--- config.mk ---
export PLATFORM = sky130hd
export DESIGN_NAME = id_ex_stage_flat
export DESIGN_NICKNAME = d
export VERILOG_FILES = /design/src/rtl/id_ex_stage_if.sv /design/src/rtl/id_ex_stage.sv /design/src/flat_wrapper.sv
export SDC_FILE = /design/constraint.sdc
export NUM_CORES = 1
export LEC_CHECK = 0
export BUFFER_PORTS_ARGS = -buffer_cell sky130_fd_sc_hd__buf_4
export CAP_MARGIN = 30
export CORE_MARGIN = 1
export CORE_UTILIZATION = 35
export CTS_BUF_LIST = sky130_fd_sc_hd__clkbuf_4 sky130_fd_sc_hd__clkbuf_8
export CTS_CLUSTER_SIZE = 8
export DETAILED_ROUTE_END_ITERATION = 6
export PLACE_DENSITY = 0.64
export SLEW_MARGIN = 10
export SYNTH_ARGS = -nofsm -noshare
export SYNTH_HDL_FRONTEND = slang
export SYNTH_SLANG_ARGS = --single-unit
--- constraint.sdc ---
create_clock -name clk_i -period 3.85 [get_ports clk_i]
set_clock_uncertainty 0.1 [all_clocks]
set_input_delay 0.1925 -clock clk_i [delete_from_list [all_inputs] [get_ports clk_i]]
set_output_delay 0.1925 -clock clk_i [all_outputs]
set_load 0.1 [all_outputs]
--- src/rtl/id_ex_stage_if.sv ---
// Bundle for the ID/EX pipeline register: decode inputs, forwarding taps,
// hazard-unit controls and the ALU-facing outputs.
interface id_ex_stage_if #(
  parameter int DW     = 32,
  parameter int AW     = 5,
  parameter int CW     = 4,
  parameter int SCNT_W = 16
);
  logic              stall_i;
  logic              flush_i;
  logic              id_valid_i;
  logic [DW-1:0]     id_rs_data_i;
  logic [DW-1:0]     id_rt_data_i;
  logic [DW-1:0]     id_imm_i;
  logic [AW-1:0]     id_rs_addr_i;
  logic [AW-1:0]     id_rt_addr_i;
  logic [AW-1:0]     id_wr_addr_i;
  logic [CW-1:0]     id_alu_ctrl_i;
  logic              id_alu_src_i;
  logic              id_reg_write_i;
  logic              id_mem_read_i;
  logic              id_mem_write_i;
  logic              exmem_reg_write_i;
  logic [AW-1:0]     exmem_wr_addr_i;
  logic [DW-1:0]     exmem_result_i;
  logic              memwb_reg_write_i;
  logic [AW-1:0]     memwb_wr_addr_i;
  logic [DW-1:0]     memwb_result_i;
  logic              ex_valid_o;
  logic [DW-1:0]     ex_src1_o;
  logic [DW-1:0]     ex_src2_o;
  logic [CW-1:0]     ex_alu_ctrl_o;
  logic [DW-1:0]     ex_store_data_o;
  logic [AW-1:0]     ex_wr_addr_o;
  logic              ex_reg_write_o;
  logic              ex_mem_read_o;
  logic              ex_mem_write_o;
  logic              load_use_o;
  logic [SCNT_W-1:0] stall_cnt_o;

  modport master (
    output stall_i, flush_i, id_valid_i, id_rs_data_i, id_rt_data_i, id_imm_i,
           id_rs_addr_i, id_rt_addr_i, id_wr_addr_i, id_alu_ctrl_i, id_alu_src_i,
           id_reg_write_i, id_mem_read_i, id_mem_write_i,
           exmem_reg_write_i, exmem_wr_addr_i, exmem_result_i,
           memwb_reg_write_i, memwb_wr_addr_i, memwb_result_i,
    input  ex_valid_o, ex_src1_o, ex_src2_o, ex_alu_ctrl_o, ex_store_data_o,
           ex_wr_addr_o, ex_reg_write_o, ex_mem_read_o, ex_mem_write_o,
           load_use_o, stall_cnt_o
  );

  modport slave (
    input  stall_i, flush_i, id_valid_i, id_rs_data_i, id_rt_data_i, id_imm_i,
           id_rs_addr_i, id_rt_addr_i, id_wr_addr_i, id_alu_ctrl_i, id_alu_src_i,
           id_reg_write_i, id_mem_read_i, id_mem_write_i,
           exmem_reg_write_i, exmem_wr_addr_i, exmem_result_i,
           memwb_reg_write_i, memwb_wr_addr_i, memwb_result_i,
    output ex_valid_o, ex_src1_o, ex_src2_o, ex_alu_ctrl_o, ex_store_data_o,
           ex_wr_addr_o, ex_reg_write_o, ex_mem_read_o, ex_mem_write_o,
           load_use_o, stall_cnt_o
  );
endinterface

--- src/rtl/id_ex_stage.sv ---
// ID/EX pipeline register with operand forwarding, load-use detection and a
// saturating stall counter. Define IDEX_FWD_EN to enable EX/MEM and MEM/WB forwarding.
module id_ex_stage #(
  parameter int DW     = 32,
  parameter int AW     = 5,
  parameter int CW     = 4,
  parameter int SCNT_W = 16
) (
  input  logic           clk_i,
  input  logic           rst_i,
  id_ex_stage_if.slave   bus
);

  typedef struct packed {
    logic          valid;
    logic [DW-1:0] rs_data;
    logic [DW-1:0] rt_data;
    logic [DW-1:0] imm;
    logic [AW-1:0] rs_addr;
    logic [AW-1:0] rt_addr;
    logic [AW-1:0] wr_addr;
    logic [CW-1:0] alu_ctrl;
    logic          alu_src;
    logic          reg_write;
    logic          mem_read;
    logic          mem_write;
  } stage_t;

  stage_t            stage_q, stage_d;
  logic [SCNT_W-1:0] stall_cnt_q, stall_cnt_d;
  logic [DW-1:0]     rs_fwd, rt_fwd;
  logic              reg_write_v, mem_read_v, mem_write_v;
  logic              ex_dest_match;
  logic              hazard_src;

  // Flush beats stall beats load; a flush+stall cycle is not counted as a stall.
  always_comb begin
    stage_d     = stage_q;
    stall_cnt_d = stall_cnt_q;
    if (bus.flush_i) begin
      stage_d = '0;
    end else if (bus.stall_i) begin
      if (stall_cnt_q != {SCNT_W{1'b1}}) begin
        stall_cnt_d = stall_cnt_q + SCNT_W'(1);
      end
    end else begin
      stage_d.valid     = bus.id_valid_i;
      stage_d.rs_data   = bus.id_rs_data_i;
      stage_d.rt_data   = bus.id_rt_data_i;
      stage_d.imm       = bus.id_imm_i;
      stage_d.rs_addr   = bus.id_rs_addr_i;
      stage_d.rt_addr   = bus.id_rt_addr_i;
      stage_d.wr_addr   = bus.id_wr_addr_i;
      stage_d.alu_ctrl  = bus.id_alu_ctrl_i;
      stage_d.alu_src   = bus.id_alu_src_i;
      stage_d.reg_write = bus.id_reg_write_i;
      stage_d.mem_read  = bus.id_mem_read_i;
      stage_d.mem_write = bus.id_mem_write_i;
    end
  end

  always_ff @(posedge clk_i or posedge rst_i) begin
    if (rst_i) begin
      stage_q     <= '0;
      stall_cnt_q <= '0;
    end else begin
      stage_q     <= stage_d;
      stall_cnt_q <= stall_cnt_d;
    end
  end

`ifdef IDEX_FWD_EN
  logic exmem_hit_rs, exmem_hit_rt, memwb_hit_rs, memwb_hit_rt;

  // EX/MEM is the younger producer, so it takes precedence; $0 is never forwarded.
  always_comb begin
    exmem_hit_rs = bus.exmem_reg_write_i && (bus.exmem_wr_addr_i != '0) &&
                   (bus.exmem_wr_addr_i == stage_q.rs_addr);
    exmem_hit_rt = bus.exmem_reg_write_i && (bus.exmem_wr_addr_i != '0) &&
                   (bus.exmem_wr_addr_i == stage_q.rt_addr);
    memwb_hit_rs = bus.memwb_reg_write_i && (bus.memwb_wr_addr_i != '0) &&
                   (bus.memwb_wr_addr_i == stage_q.rs_addr);
    memwb_hit_rt = bus.memwb_reg_write_i && (bus.memwb_wr_addr_i != '0) &&
                   (bus.memwb_wr_addr_i == stage_q.rt_addr);
    rs_fwd = stage_q.rs_data;
    rt_fwd = stage_q.rt_data;
    if (exmem_hit_rs) begin
      rs_fwd = bus.exmem_result_i;
    end else if (memwb_hit_rs) begin
      rs_fwd = bus.memwb_result_i;
    end
    if (exmem_hit_rt) begin
      rt_fwd = bus.exmem_result_i;
    end else if (memwb_hit_rt) begin
      rt_fwd = bus.memwb_result_i;
    end
  end
`else
  always_comb begin
    rs_fwd = stage_q.rs_data;
    rt_fwd = stage_q.rt_data;
  end
`endif

  always_comb begin
    reg_write_v = stage_q.reg_write & stage_q.valid;
    mem_read_v  = stage_q.mem_read  & stage_q.valid;
    mem_write_v = stage_q.mem_write & stage_q.valid;
  end

  // Without forwarding every RAW on the EX destination must stall, not just loads.
  always_comb begin
    ex_dest_match = (stage_q.wr_addr != '0) &&
                    ((stage_q.wr_addr == bus.id_rs_addr_i) ||
                     (stage_q.wr_addr == bus.id_rt_addr_i));
`ifdef IDEX_FWD_EN
    hazard_src = mem_read_v;
`else
    hazard_src = mem_read_v | reg_write_v;
`endif
  end

  assign bus.ex_valid_o      = stage_q.valid;
  assign bus.ex_src1_o       = rs_fwd;
  assign bus.ex_src2_o       = stage_q.alu_src ? stage_q.imm : rt_fwd;
  assign bus.ex_alu_ctrl_o   = stage_q.alu_ctrl;
  assign bus.ex_store_data_o = rt_fwd;
  assign bus.ex_wr_addr_o    = stage_q.wr_addr;
  assign bus.ex_reg_write_o  = reg_write_v;
  assign bus.ex_mem_read_o   = mem_read_v;
  assign bus.ex_mem_write_o  = mem_write_v;
  assign bus.load_use_o      = hazard_src & ex_dest_match & bus.id_valid_i;
  assign bus.stall_cnt_o     = stall_cnt_q;

endmodule

--- src/flat_wrapper.sv ---
// flat-port wrapper written by rule: the top's interface ports become plain ports
module id_ex_stage_flat 
#(
  parameter int DW     = 32,
  parameter int AW     = 5,
  parameter int CW     = 4,
  parameter int SCNT_W = 16
)
  (clk_i, rst_i, bus_stall_i, bus_flush_i, bus_id_valid_i, bus_id_rs_data_i, bus_id_rt_data_i, bus_id_imm_i, bus_id_rs_addr_i, bus_id_rt_addr_i, bus_id_wr_addr_i, bus_id_alu_ctrl_i, bus_id_alu_src_i, bus_id_reg_write_i, bus_id_mem_read_i, bus_id_mem_write_i, bus_exmem_reg_write_i, bus_exmem_wr_addr_i, bus_exmem_result_i, bus_memwb_reg_write_i, bus_memwb_wr_addr_i, bus_memwb_result_i, bus_ex_valid_o, bus_ex_src1_o, bus_ex_src2_o, bus_ex_alu_ctrl_o, bus_ex_store_data_o, bus_ex_wr_addr_o, bus_ex_reg_write_o, bus_ex_mem_read_o, bus_ex_mem_write_o, bus_load_use_o, bus_stall_cnt_o);
  id_ex_stage_if #(.DW(DW), .AW(AW), .CW(CW), .SCNT_W(SCNT_W)) bus_i ();
  input  logic clk_i;
  input  logic rst_i;
  input wire logic [$bits(bus_i.stall_i)-1:0] bus_stall_i;
  input wire logic [$bits(bus_i.flush_i)-1:0] bus_flush_i;
  input wire logic [$bits(bus_i.id_valid_i)-1:0] bus_id_valid_i;
  input wire logic [$bits(bus_i.id_rs_data_i)-1:0] bus_id_rs_data_i;
  input wire logic [$bits(bus_i.id_rt_data_i)-1:0] bus_id_rt_data_i;
  input wire logic [$bits(bus_i.id_imm_i)-1:0] bus_id_imm_i;
  input wire logic [$bits(bus_i.id_rs_addr_i)-1:0] bus_id_rs_addr_i;
  input wire logic [$bits(bus_i.id_rt_addr_i)-1:0] bus_id_rt_addr_i;
  input wire logic [$bits(bus_i.id_wr_addr_i)-1:0] bus_id_wr_addr_i;
  input wire logic [$bits(bus_i.id_alu_ctrl_i)-1:0] bus_id_alu_ctrl_i;
  input wire logic [$bits(bus_i.id_alu_src_i)-1:0] bus_id_alu_src_i;
  input wire logic [$bits(bus_i.id_reg_write_i)-1:0] bus_id_reg_write_i;
  input wire logic [$bits(bus_i.id_mem_read_i)-1:0] bus_id_mem_read_i;
  input wire logic [$bits(bus_i.id_mem_write_i)-1:0] bus_id_mem_write_i;
  input wire logic [$bits(bus_i.exmem_reg_write_i)-1:0] bus_exmem_reg_write_i;
  input wire logic [$bits(bus_i.exmem_wr_addr_i)-1:0] bus_exmem_wr_addr_i;
  input wire logic [$bits(bus_i.exmem_result_i)-1:0] bus_exmem_result_i;
  input wire logic [$bits(bus_i.memwb_reg_write_i)-1:0] bus_memwb_reg_write_i;
  input wire logic [$bits(bus_i.memwb_wr_addr_i)-1:0] bus_memwb_wr_addr_i;
  input wire logic [$bits(bus_i.memwb_result_i)-1:0] bus_memwb_result_i;
  output wire logic [$bits(bus_i.ex_valid_o)-1:0] bus_ex_valid_o;
  output wire logic [$bits(bus_i.ex_src1_o)-1:0] bus_ex_src1_o;
  output wire logic [$bits(bus_i.ex_src2_o)-1:0] bus_ex_src2_o;
  output wire logic [$bits(bus_i.ex_alu_ctrl_o)-1:0] bus_ex_alu_ctrl_o;
  output wire logic [$bits(bus_i.ex_store_data_o)-1:0] bus_ex_store_data_o;
  output wire logic [$bits(bus_i.ex_wr_addr_o)-1:0] bus_ex_wr_addr_o;
  output wire logic [$bits(bus_i.ex_reg_write_o)-1:0] bus_ex_reg_write_o;
  output wire logic [$bits(bus_i.ex_mem_read_o)-1:0] bus_ex_mem_read_o;
  output wire logic [$bits(bus_i.ex_mem_write_o)-1:0] bus_ex_mem_write_o;
  output wire logic [$bits(bus_i.load_use_o)-1:0] bus_load_use_o;
  output wire logic [$bits(bus_i.stall_cnt_o)-1:0] bus_stall_cnt_o;
  assign bus_i.stall_i = bus_stall_i;
  assign bus_i.flush_i = bus_flush_i;
  assign bus_i.id_valid_i = bus_id_valid_i;
  assign bus_i.id_rs_data_i = bus_id_rs_data_i;
  assign bus_i.id_rt_data_i = bus_id_rt_data_i;
  assign bus_i.id_imm_i = bus_id_imm_i;
  assign bus_i.id_rs_addr_i = bus_id_rs_addr_i;
  assign bus_i.id_rt_addr_i = bus_id_rt_addr_i;
  assign bus_i.id_wr_addr_i = bus_id_wr_addr_i;
  assign bus_i.id_alu_ctrl_i = bus_id_alu_ctrl_i;
  assign bus_i.id_alu_src_i = bus_id_alu_src_i;
  assign bus_i.id_reg_write_i = bus_id_reg_write_i;
  assign bus_i.id_mem_read_i = bus_id_mem_read_i;
  assign bus_i.id_mem_write_i = bus_id_mem_write_i;
  assign bus_i.exmem_reg_write_i = bus_exmem_reg_write_i;
  assign bus_i.exmem_wr_addr_i = bus_exmem_wr_addr_i;
  assign bus_i.exmem_result_i = bus_exmem_result_i;
  assign bus_i.memwb_reg_write_i = bus_memwb_reg_write_i;
  assign bus_i.memwb_wr_addr_i = bus_memwb_wr_addr_i;
  assign bus_i.memwb_result_i = bus_memwb_result_i;
  assign bus_ex_valid_o = bus_i.ex_valid_o;
  assign bus_ex_src1_o = bus_i.ex_src1_o;
  assign bus_ex_src2_o = bus_i.ex_src2_o;
  assign bus_ex_alu_ctrl_o = bus_i.ex_alu_ctrl_o;
  assign bus_ex_store_data_o = bus_i.ex_store_data_o;
  assign bus_ex_wr_addr_o = bus_i.ex_wr_addr_o;
  assign bus_ex_reg_write_o = bus_i.ex_reg_write_o;
  assign bus_ex_mem_read_o = bus_i.ex_mem_read_o;
  assign bus_ex_mem_write_o = bus_i.ex_mem_write_o;
  assign bus_load_use_o = bus_i.load_use_o;
  assign bus_stall_cnt_o = bus_i.stall_cnt_o;
  id_ex_stage #(.DW(DW), .AW(AW), .CW(CW), .SCNT_W(SCNT_W)) u_core (.clk_i(clk_i), .rst_i(rst_i), .bus(bus_i));
endmodule
Word level (Yosys, flattened, before mapping):

Index checks and enable logic that the tools add are counted.

* logic and storage cells: 30
* input port bits: 200
* flip-flop bits (word level): 126
* output and inout port bits: 126

* mux-type cells: 3
* bitwise logic cells: 7
* reduce and logical (&&, ||, !) cells: 4
* eq/ne operators: 4
* add/sub/neg operators: 1

Operator list (count)
* 120-bit two-way mux: 2
* 32-bit two-way mux: 1
* 16-bit by 1-bit adder with 16-bit output (second input constant): 1
* 16-bit inequality test (second input constant): 1
* 5-bit == test: 2
* 1-bit AND: 5
* 5-bit nonzero test: 1
* 3-bit AND reduction: 1
* 2-bit by 1-bit inequality test with 1-bit output (second input constant): 1
* 1-bit logical AND: 1
* 1-bit logical OR: 1
* 1-bit inverter: 1
* 1-bit bitwise OR: 1

Depth between registers and ports, before layout:

Gate-level depths: netlist of the first run.

* word-level depth: 5
* depth in mapped cells: 5

Worst setup path before layout of the first run:

Ideal clock, no wire load.

* path kind: register to output
* from: reg u_core.stage_q, in the netlist u_core.bus.ex_valid_o
* to: out bus_load_use_o
* arrival time: 3518 ps
* path slack: 40 ps
* required time: 3557 ps
* cell stages (with the launch flop): 4
* path buffers: 0
* path through: dfrtp_1 -> and2_1 -> o211ai_1 -> a21oi_1

* longest elaborated chain between the ends: 4

RTL lines
* from (decl): line id_ex_stage.sv:29 `stage_t stage_q, stage_d;`
* from (signal assigned): line id_ex_stage.sv:67 `stage_q <= stage_d;`
* 1-bit AND: line id_ex_stage.sv:106 `reg_write_v = stage_q.reg_write & stage_q.valid;`
* net bus_ex_reg_write_o: line flat_wrapper.sv:39 `output wire logic [$bits(bus_i.ex_reg_write_o)-1:0] bus_ex_reg_write_o;`
* 1-bit bitwise OR: line id_ex_stage.sv:119 `hazard_src = mem_read_v | reg_write_v;`
* 1-bit AND (2 in series): line id_ex_stage.sv:132 `assign bus.load_use_o = hazard_src & ex_dest_match & bus.id_valid_i;`
* to (decl): line flat_wrapper.sv:42 `output wire logic [$bits(bus_i.load_use_o)-1:0] bus_load_use_o;`

The timed path passes the listed nets, and every way through them passes these cells.

Final worst setup path of the first run:

* from: reg u_core.stage_q[3] in the netlist's numbering
* to: out bus_ex_src2_o[6]

* longest elaborated chain between the ends: 1

RTL lines
* 32-bit two-way mux: line id_ex_stage.sv:125 `assign bus.ex_src2_o = stage_q.alu_src ? stage_q.imm : rt_fwd;`
* to (decl): line flat_wrapper.sv:35 `output wire logic [$bits(bus_i.ex_src2_o)-1:0] bus_ex_src2_o;`

Every way passes these cells.

==> results of run 1 <==
==> final cells by class <==
cell class / instances / area, um^2
repair buffers: 365 / 3050
multi-input cells: 335 / 2460
fillers: 1486 / 8050
clock inverters: 5 / 77.6
inverters: 1 / 6.26
flip-flops and latches: 126 / 3150
clock buffers: 26 / 339
well taps: 225 / 282
==> final timing paths <==
check	end	slack [ps]
worst max-delay path	bus_ex_src2_o[6]	1490
worst min-delay path	u_core.bus.ex_src1_o[29]$_DFFE_PP0N_	60
worst max register to register	u_core.bus.stall_cnt_o[14]$_DFFE_PP0P_	2030
worst min register to register	u_core.stage_q[2]$_DFFE_PP0N_	420
max in group asynchronous	u_core.bus.ex_store_data_o[16]$_DFFE_PP0N_	2620
min in group asynchronous	u_core.bus.ex_src1_o[28]$_DFFE_PP0N_	140
==> through the flow <==
stage / instance area (um^2) / hold slack (ps)
finish: 9370 / 57.9
detailed placement: 7820 / 337
floorplan: 6290 / 246
global route: 9370 / 32.6
CTS: 9340 / 14.8
global placement: 7820 / 330
==> kinds of logic (layout without fill, tap and decap cells) <==
kind of cell / count (synthesis) / in the layout / synth area share, %
muxes: 143 / 143 / 23.5
adders and majority gates: 1 / 1 / 0.199
buffers and inverters: 104 / 397 / 10.8
and+or+nand+nor: 160 / 160 / 11.2
AOI/OAI and AO/OA: 8 / 8 / 0.995
DFF: 126 / 126 / 50.1
xor gates and xnor gates: 23 / 23 / 3.20
==> state kept, by name, summed over array words and instances (netlist names) <==
register and count:
u_core.bus.stall_cnt_o 16, u_core.bus.ex_src1_o 32, u_core.bus.ex_alu_ctrl_o 4, u_core.bus.ex_wr_addr_o 5, u_core.stage_q 36, u_core.bus.ex_store_data_o 32
u_core.bus.ex_valid_o 1
==> cells in the mapped netlist, drive strengths merged (2+ instances only) <==
master / n / share of area (%)
clkbuf: 18 / 1.1
xor2: 17 / 2.4
and2: 3 / 0.30
dfrtp: 126 / 50
a21oi: 2 / 0.16
nor4: 4 / 0.60
nand4: 3 / 0.64
buf: 85 / 9.7
a31oi: 2 / 0.20
nor2: 118 / 7.1
xnor2: 6 / 0.84
mux2i: 110 / 18
or3: 2 / 0.20
nand3: 7 / 0.56
nor3: 8 / 0.64
mux2: 33 / 6.0
nand2: 10 / 0.60
==> worst register-to-register path, stage by stage, from the launching register on <==
cell and delay [ps]:
dfrtp_1 410, ha_1 260, and4b_1 270, o2111ai_2 200, nor4_2 350, xor2_1 170
==> power by group through the flow <==
stage | registers [uW] | logic [uW] | clock network (uW)
global route | 1550 | 1520 | 1290
global placement | 1550 | 1350 | 0
floorplan | 1780 | 849 | 0
CTS | 1530 | 1460 | 1230
detailed placement | 1560 | 1360 | 0
finish | 1530 | 1460 | 1190
==> routing by layer <==
layer | GRT usage (%) | up-vias | wire [um]
li1 | - | 2376 | -
met1 | 21.2 | 2465 | 6870
met2 | 33.2 | 155 | 8850
met3 | 4.25 | 21 | 924
met4 | 7.10 | 0 | 277
met5 | 0 | - | 0
==> results.tsv, run 1 <==
stage	metric	value	unit
floorplanning	core	0.0174	mm^2
sta	relSlewSlack	38.4	%
detailed_routing	firstDrtPassIters	6	
layout	fin_cells	1083	
power	p_int	2550	uW
power	power.switching_fraction	39.1	%
sta	hold_viol	0	
power	finalPower	4180	uW
sta	setup_tns	0	ps
setup_path	cp.required	3560	ps
sta	rsz0062_at_grt	no	
floorplanning	die_w	136	um
yosys	synth_edf_count	0	
placed_design	io_buffer_count	249	
setup_path	crit_buf_inv	1	
clock_tree	path_clk_slew	70	ps
layout	final_net_count	1047	
detailed_routing	drt_iter0_drc	97	
setup_path	critPathLaunchType	flop	
power	combinationalPowerShare	34.9	%
layout	layout_commonest_cell	buf_4	
floorplanning	floorplan.initialDensity	36.1	%
global_routing	grt_max_degree	87	
global_routing	grt_pass1_vias	5375	
yosys	synthCells	565	
yosys	yosys_warnings	0	
global_routing	grt-ovfl-total	0	
clock_tree	htreeDepth	4	
yosys	syn-num-nets	766	
power	p_seq_share	36.7	%
placed_design	dp_cells	940	
layout	diodes	0	
setup_path	endpoint_kind	output pin	
clock_tree	cts_hold_buf	111	
layout	layout_common_cells	buf_4 (251), dfrtp_1 (125), nor2_1 (117)	
setup_path	crit_slowest_cell	dfrtp_2	
setup_path	path_delay_family	flip-flops	
sta	setup_ws	1490	ps
yosys	async_reset_ff_share	100	%
setup_path	crit_cells	2	
floorplanning	num_rows	48	
clock_tree	cts_tree	yes	
global_routing	antenna_found_initial	0	
placed_design	dp_hpwl	10500	um
yosys	synthDistinctLibCells	34	
setup_path	worstSetupPathType	reg2out	
detailed_routing	num_vias	5017	
global_routing	grt_util_all_layers	18.5	%
clock_tree	clock_latency	410	ps
power	power.density	446	mW/mm^2
setup_path	crit_start	u_core.stage_q[3]$_DFFE_PP0N_	
power	p_switching	1630	uW
sta	fin_crit_sh	61.4	%
clock_tree	cts_made_buffers	17	
clock_tree	cts.path.max_buffers	2	
setup_path	r2r_cells	5	
detailed_routing	drc	0	
layout	layout-drive-gt1-share	38.0	%
yosys	synthFlopType	dfrtp_1	
status	status	finished clean	
sta	setup_viol	0	
detailed_routing	via_per_inst	4.63	
power	clockPowerShare	28.4	%
yosys	yosysSeqAreaShare	50.1	%
setup_path	slowest_delay	960	ps
sta	worst_pin_slew	924	ps
sta	clock.fmax	423	MHz
layout	area_growth	49.0	%
sta	drv_slew	0	
job	cap_violations	0	
floorplanning	dieArea	0.0185	mm^2
placed_design	place_congestion	0.781	
clock_tree	cts-root-buf	clkbuf_8	
power	p_leak	0.00487	uW
yosys	syn-cell-area	0.00629	mm^2
setup_path	rr_startpoint	u_core.bus.stall_cnt_o[0]$_DFFE_PP0P_	
placed_design	pre_cts_slack	1720	ps
yosys	synth.avg_cell_area	11.1	um^2
setup_path	arrival	2070	ps
yosys	synth_seq_cells	126	
worst_hold_path	whs_path_depth	2	
worst_hold_path	hp-start	bus_flush_i	
detailed_routing	routedWlPerCell	15.6	um
detailed_routing	ant_nets	0	
clock_tree	post_cts_buffers	0	
floorplanning	ios	326	
global_routing	grt_pass1_wl	26700	um
worst_hold_path	hp-class	in2reg	
power	ir_drop	0.277	mV
detailed_routing	routed_wl	16900	um
setup_path	path_cells	mux2_2 -> buf_4	
setup_path	crit_fanout	33	
clock_tree	ctsResizeCount	0	
layout	final_util	53.8	%
sta	min_period	2360	ps
floorplanning	die_h	136	um
clock_tree	clock_sinks	126	
Power figures use the tool's default switching activity.
==> inputs of run 2 (changes only) <==
Settings changed: PLACE_DENSITY 0.64 to 0.61.
Clock period 3.85 ns to 2.3 ns, I/O delays scaled along.
==> run 2 against run 1 <==
Sequential share of layout area rose by 0.10 points. Largest cell class unchanged. Global-route usage rose by 0.19 points. Non-clock buffer count rose by 1. Cell count rose by 0.18%. Critical path depth rose by 3. First-iteration DRC count rose by 110%. Hold slack got worse by 19 ps. Worst setup slack got worse by 1300 ps. Via count rose by 1.4%. Utilization fell by 0.057 points. Highest routed layer unchanged.
==> results.tsv, run 2 (synthesis gave the netlist of run 1 again) <==
stage	metric	value	unit	change
floorplanning	die_w	136	um	unchanged
sta	worst_pin_slew	765	ps	-159 ps
sta	drv_slew	0		unchanged
setup_path	crit_slowest_cell	dfrtp_1		
sta	relSlewSlack	49.0	%	+11 points
placed_design	place_congestion	0.802		+2.7%
sta	setup_ws	211	ps	-1270 ps
power	power.density	728	mW/mm^2	+63%
power	p_leak	0.00485	uW	-0.47%
clock_tree	cts.path.max_buffers	2		unchanged
global_routing	grt-ovfl-total	0		unchanged
power	power.switching_fraction	40.6	%	+1.5 points
setup_path	reg2reg_setup_slack	510	ps	-1520 ps
layout	diodes	0		unchanged
setup_path	endpoint_kind	output pin		
placed_design	io_buffer_count	249		unchanged
sta	min_period	2090	ps	
status	status	finished clean		
placed_design	dp_hpwl	11100	um	+5.8%
job	cap_violations	0		unchanged
power	combinationalPowerShare	36.2	%	+1.3 points
power	p_switching	2770	uW	+69%
sta	whs	38.5	ps	-19.4 ps
worst_hold_path	holdPathEnd	u_core.stage_q[41]$_DFFE_PP0N_		
detailed_routing	num_vias	5086		+1.4%
floorplanning	core	0.0174	mm^2	unchanged
clock_tree	path_clk_slew	70	ps	about the same
detailed_routing	routedWlPerCell	15.8	um	+0.98%
sta	setup_tns	0	ps	unchanged
setup_path	slowest_delay	450	ps	-510 ps
clock_tree	htreeDepth	4		unchanged
power	finalPower	6820	uW	+63%
power	p_int	4050	uW	+59%
global_routing	grt_util_all_layers	18.7	%	+0.19 points
layout	layout_commonest_cell	buf_4		
layout	postLayoutCellArea	0.00936	mm^2	-0.11%
sta	clock.fmax	479	MHz	
floorplanning	ios	326		unchanged
floorplanning	dieArea	0.0185	mm^2	unchanged
layout	layout-drive-gt1-share	38.8	%	+0.84 points
detailed_routing	firstDrtPassIters	4		-2
sta	rsz0062_at_grt	no		
clock_tree	cts-root-buf	clkbuf_8		
clock_tree	ctsResizeCount	0		unchanged
layout	layout_common_cells	buf_4 (250), dfrtp_1 (120), nor2_1 (117)		
detailed_routing	via_per_inst	4.69		+1.2%
setup_path	path_delay_family	flip-flops		
placed_design	dpl_cell_area	0.00788	mm^2	+0.82%
setup_path	cp.required	2090	ps	-1470 ps
placed_design	pre_cts_slack	550	ps	-1170 ps
worst_hold_path	hp-start	bus_flush_i		
floorplanning	num_rows	48		unchanged
setup_path	worstSetupPathType	reg2out		
sta	setup_viol	0		unchanged
global_routing	grt_pass1_vias	5408		+0.61%
setup_path	rr_startpoint	u_core.bus.stall_cnt_o[10]$_DFFE_PP0P_		
detailed_routing	drt_iter0_drc	202		+110%
layout	fillers	1478		-0.54%
setup_path	crit_fanout	5		-85%
setup_path	critPathLaunchType	flop		
floorplanning	die_h	136	um	unchanged
sta	hold_viol	0		unchanged
detailed_routing	routed_wl	17100	um	+1.2%
sta	fin_crit_sh	90.8	%	
layout	seqCellArea	0.00316	mm^2	+0.20%
clock_tree	cts_made_buffers	17		unchanged
layout	largest_register_ff_count	36		unchanged
clock_tree	clock_sinks	126		unchanged
setup_path	path_cells	xor2_1 -> nor3_1 -> nand3_1 -> a21oi_2 -> buf_4		
global_routing	antenna_found_initial	0		unchanged
layout	multi_input_area	0.00246	mm^2	+0.15%
power	ir_drop	0.350	mV	+26%
power	p_seq_share	37.6	%	+0.9 points
setup_path	r2r_end	u_core.bus.stall_cnt_o[1]$_DFFE_PP0P_		
clock_tree	cts_tree	yes		
global_routing	grt_pass1_wl	26900	um	+0.75%
worst_hold_path	hp-class	in2reg		
detailed_routing	ant_nets	0		unchanged
layout	top_register	u_core.stage_q		
clock_tree	clock_latency	420	ps	about the same
setup_path	crit_buf_inv	1		unchanged
worst_hold_path	whs_path_depth	2		unchanged
layout	area_growth	48.8	%	
setup_path	r2r_cells	4		-1
global_routing	grt_max_degree	70		-20%
layout	final_net_count	1048		+0.096%
setup_path	arrival	1870	ps	-200 ps
detailed_routing	drc	0		unchanged
power	clockPowerShare	26.2	%	-2.2 points
floorplanning	floorplan.initialDensity	36.1	%	unchanged
-- run 2: changes by cell type in the layout (fill, tap and decap cells not counted) --
cell        change
a21oi_1         -1
a21oi_2         +1
buf_12          +3
buf_16          -1
buf_4           -1
bufinv_16       -2
clkbuf_4        +2
clkbuf_8        -1
clkinv_2        +1
clkinvlp_4      +2
dfrtp_1         -5
dfrtp_2         +5
inv_4           -1
-- run 2: worst max-delay path by stage --
stage,start,end,slack (ps),cells after the start
after floorplan,u_core.bus.ex_valid_o$_DFFE_PP0N_,bus_load_use_o,-830,3
after global placement,u_core.bus.stall_cnt_o[10]$_DFFE_PP0P_,u_core.bus.stall_cnt_o[1]$_DFFE_PP0P_,540,4
after detailed placement,u_core.bus.stall_cnt_o[0]$_DFFE_PP0P_,u_core.bus.stall_cnt_o[14]$_DFFE_PP0P_,550,5
after CTS,u_core.stage_q[3]$_DFFE_PP0N_,bus_ex_src2_o[1],220,3
after global routing,u_core.bus.ex_wr_addr_o[0]$_DFFE_PP0N_,bus_load_use_o,90,5
final,u_core.bus.ex_wr_addr_o[2]$_DFFE_PP0N_,bus_load_use_o,210,5
-- run 2: per-stage QoR --
step,utilization [%],cells
floorplan,-,565
global placement,45.2,942
detailed placement,45.2,942
CTS,53.7,1085
global route,53.7,1085
finish,53.7,1085
-- run 2: final cells by class --
| cell class | instances | area share (%) |
|---|---|---|
| Timing Repair Buffer | 366 | 32.9 |
| Tap cell | 225 | 3.01 |
| Clock inverter | 5 | 0.321 |
| Inverter | 1 | 0.0802 |
| Sequential cell | 126 | 33.8 |
| Clock buffer | 27 | 3.64 |
| Multi-Input combinational cell | 335 | 26.3 |
-- run 2: power by group through the flow --
| stage | Sequential (uW) | Combinational, uW | Clock (uW) |
|---|---|---|---|
| after floorplan | 2990 | 1420 | 0 |
| after CTS | 2560 | 2470 | 1850 |
| after global routing | 2590 | 2570 | 1950 |
| after detailed placement | 2600 | 2320 | 0 |
| final | 2560 | 2470 | 1780 |
| after global placement | 2590 | 2300 | 0 |
-- run 2: timing repair --
action	CTS	global route
setup buffers	0	0
endpoints found under the hold margin	139	0
hold buffers	111	0
-- run 2: per-layer routing --
| metal | vias up | track usage (%) | share of wire (%) |
|---|---|---|---|
| met2 | 195 | 32.6 | 50 |
| met3 | 39 | 5.74 | 6.7 |
| met5 | - | 0 | 0 |
| met1 | 2467 | 21.0 | 40 |
| li1 | 2385 | - | - |
| met4 | 0 | 7.78 | 3.0 |
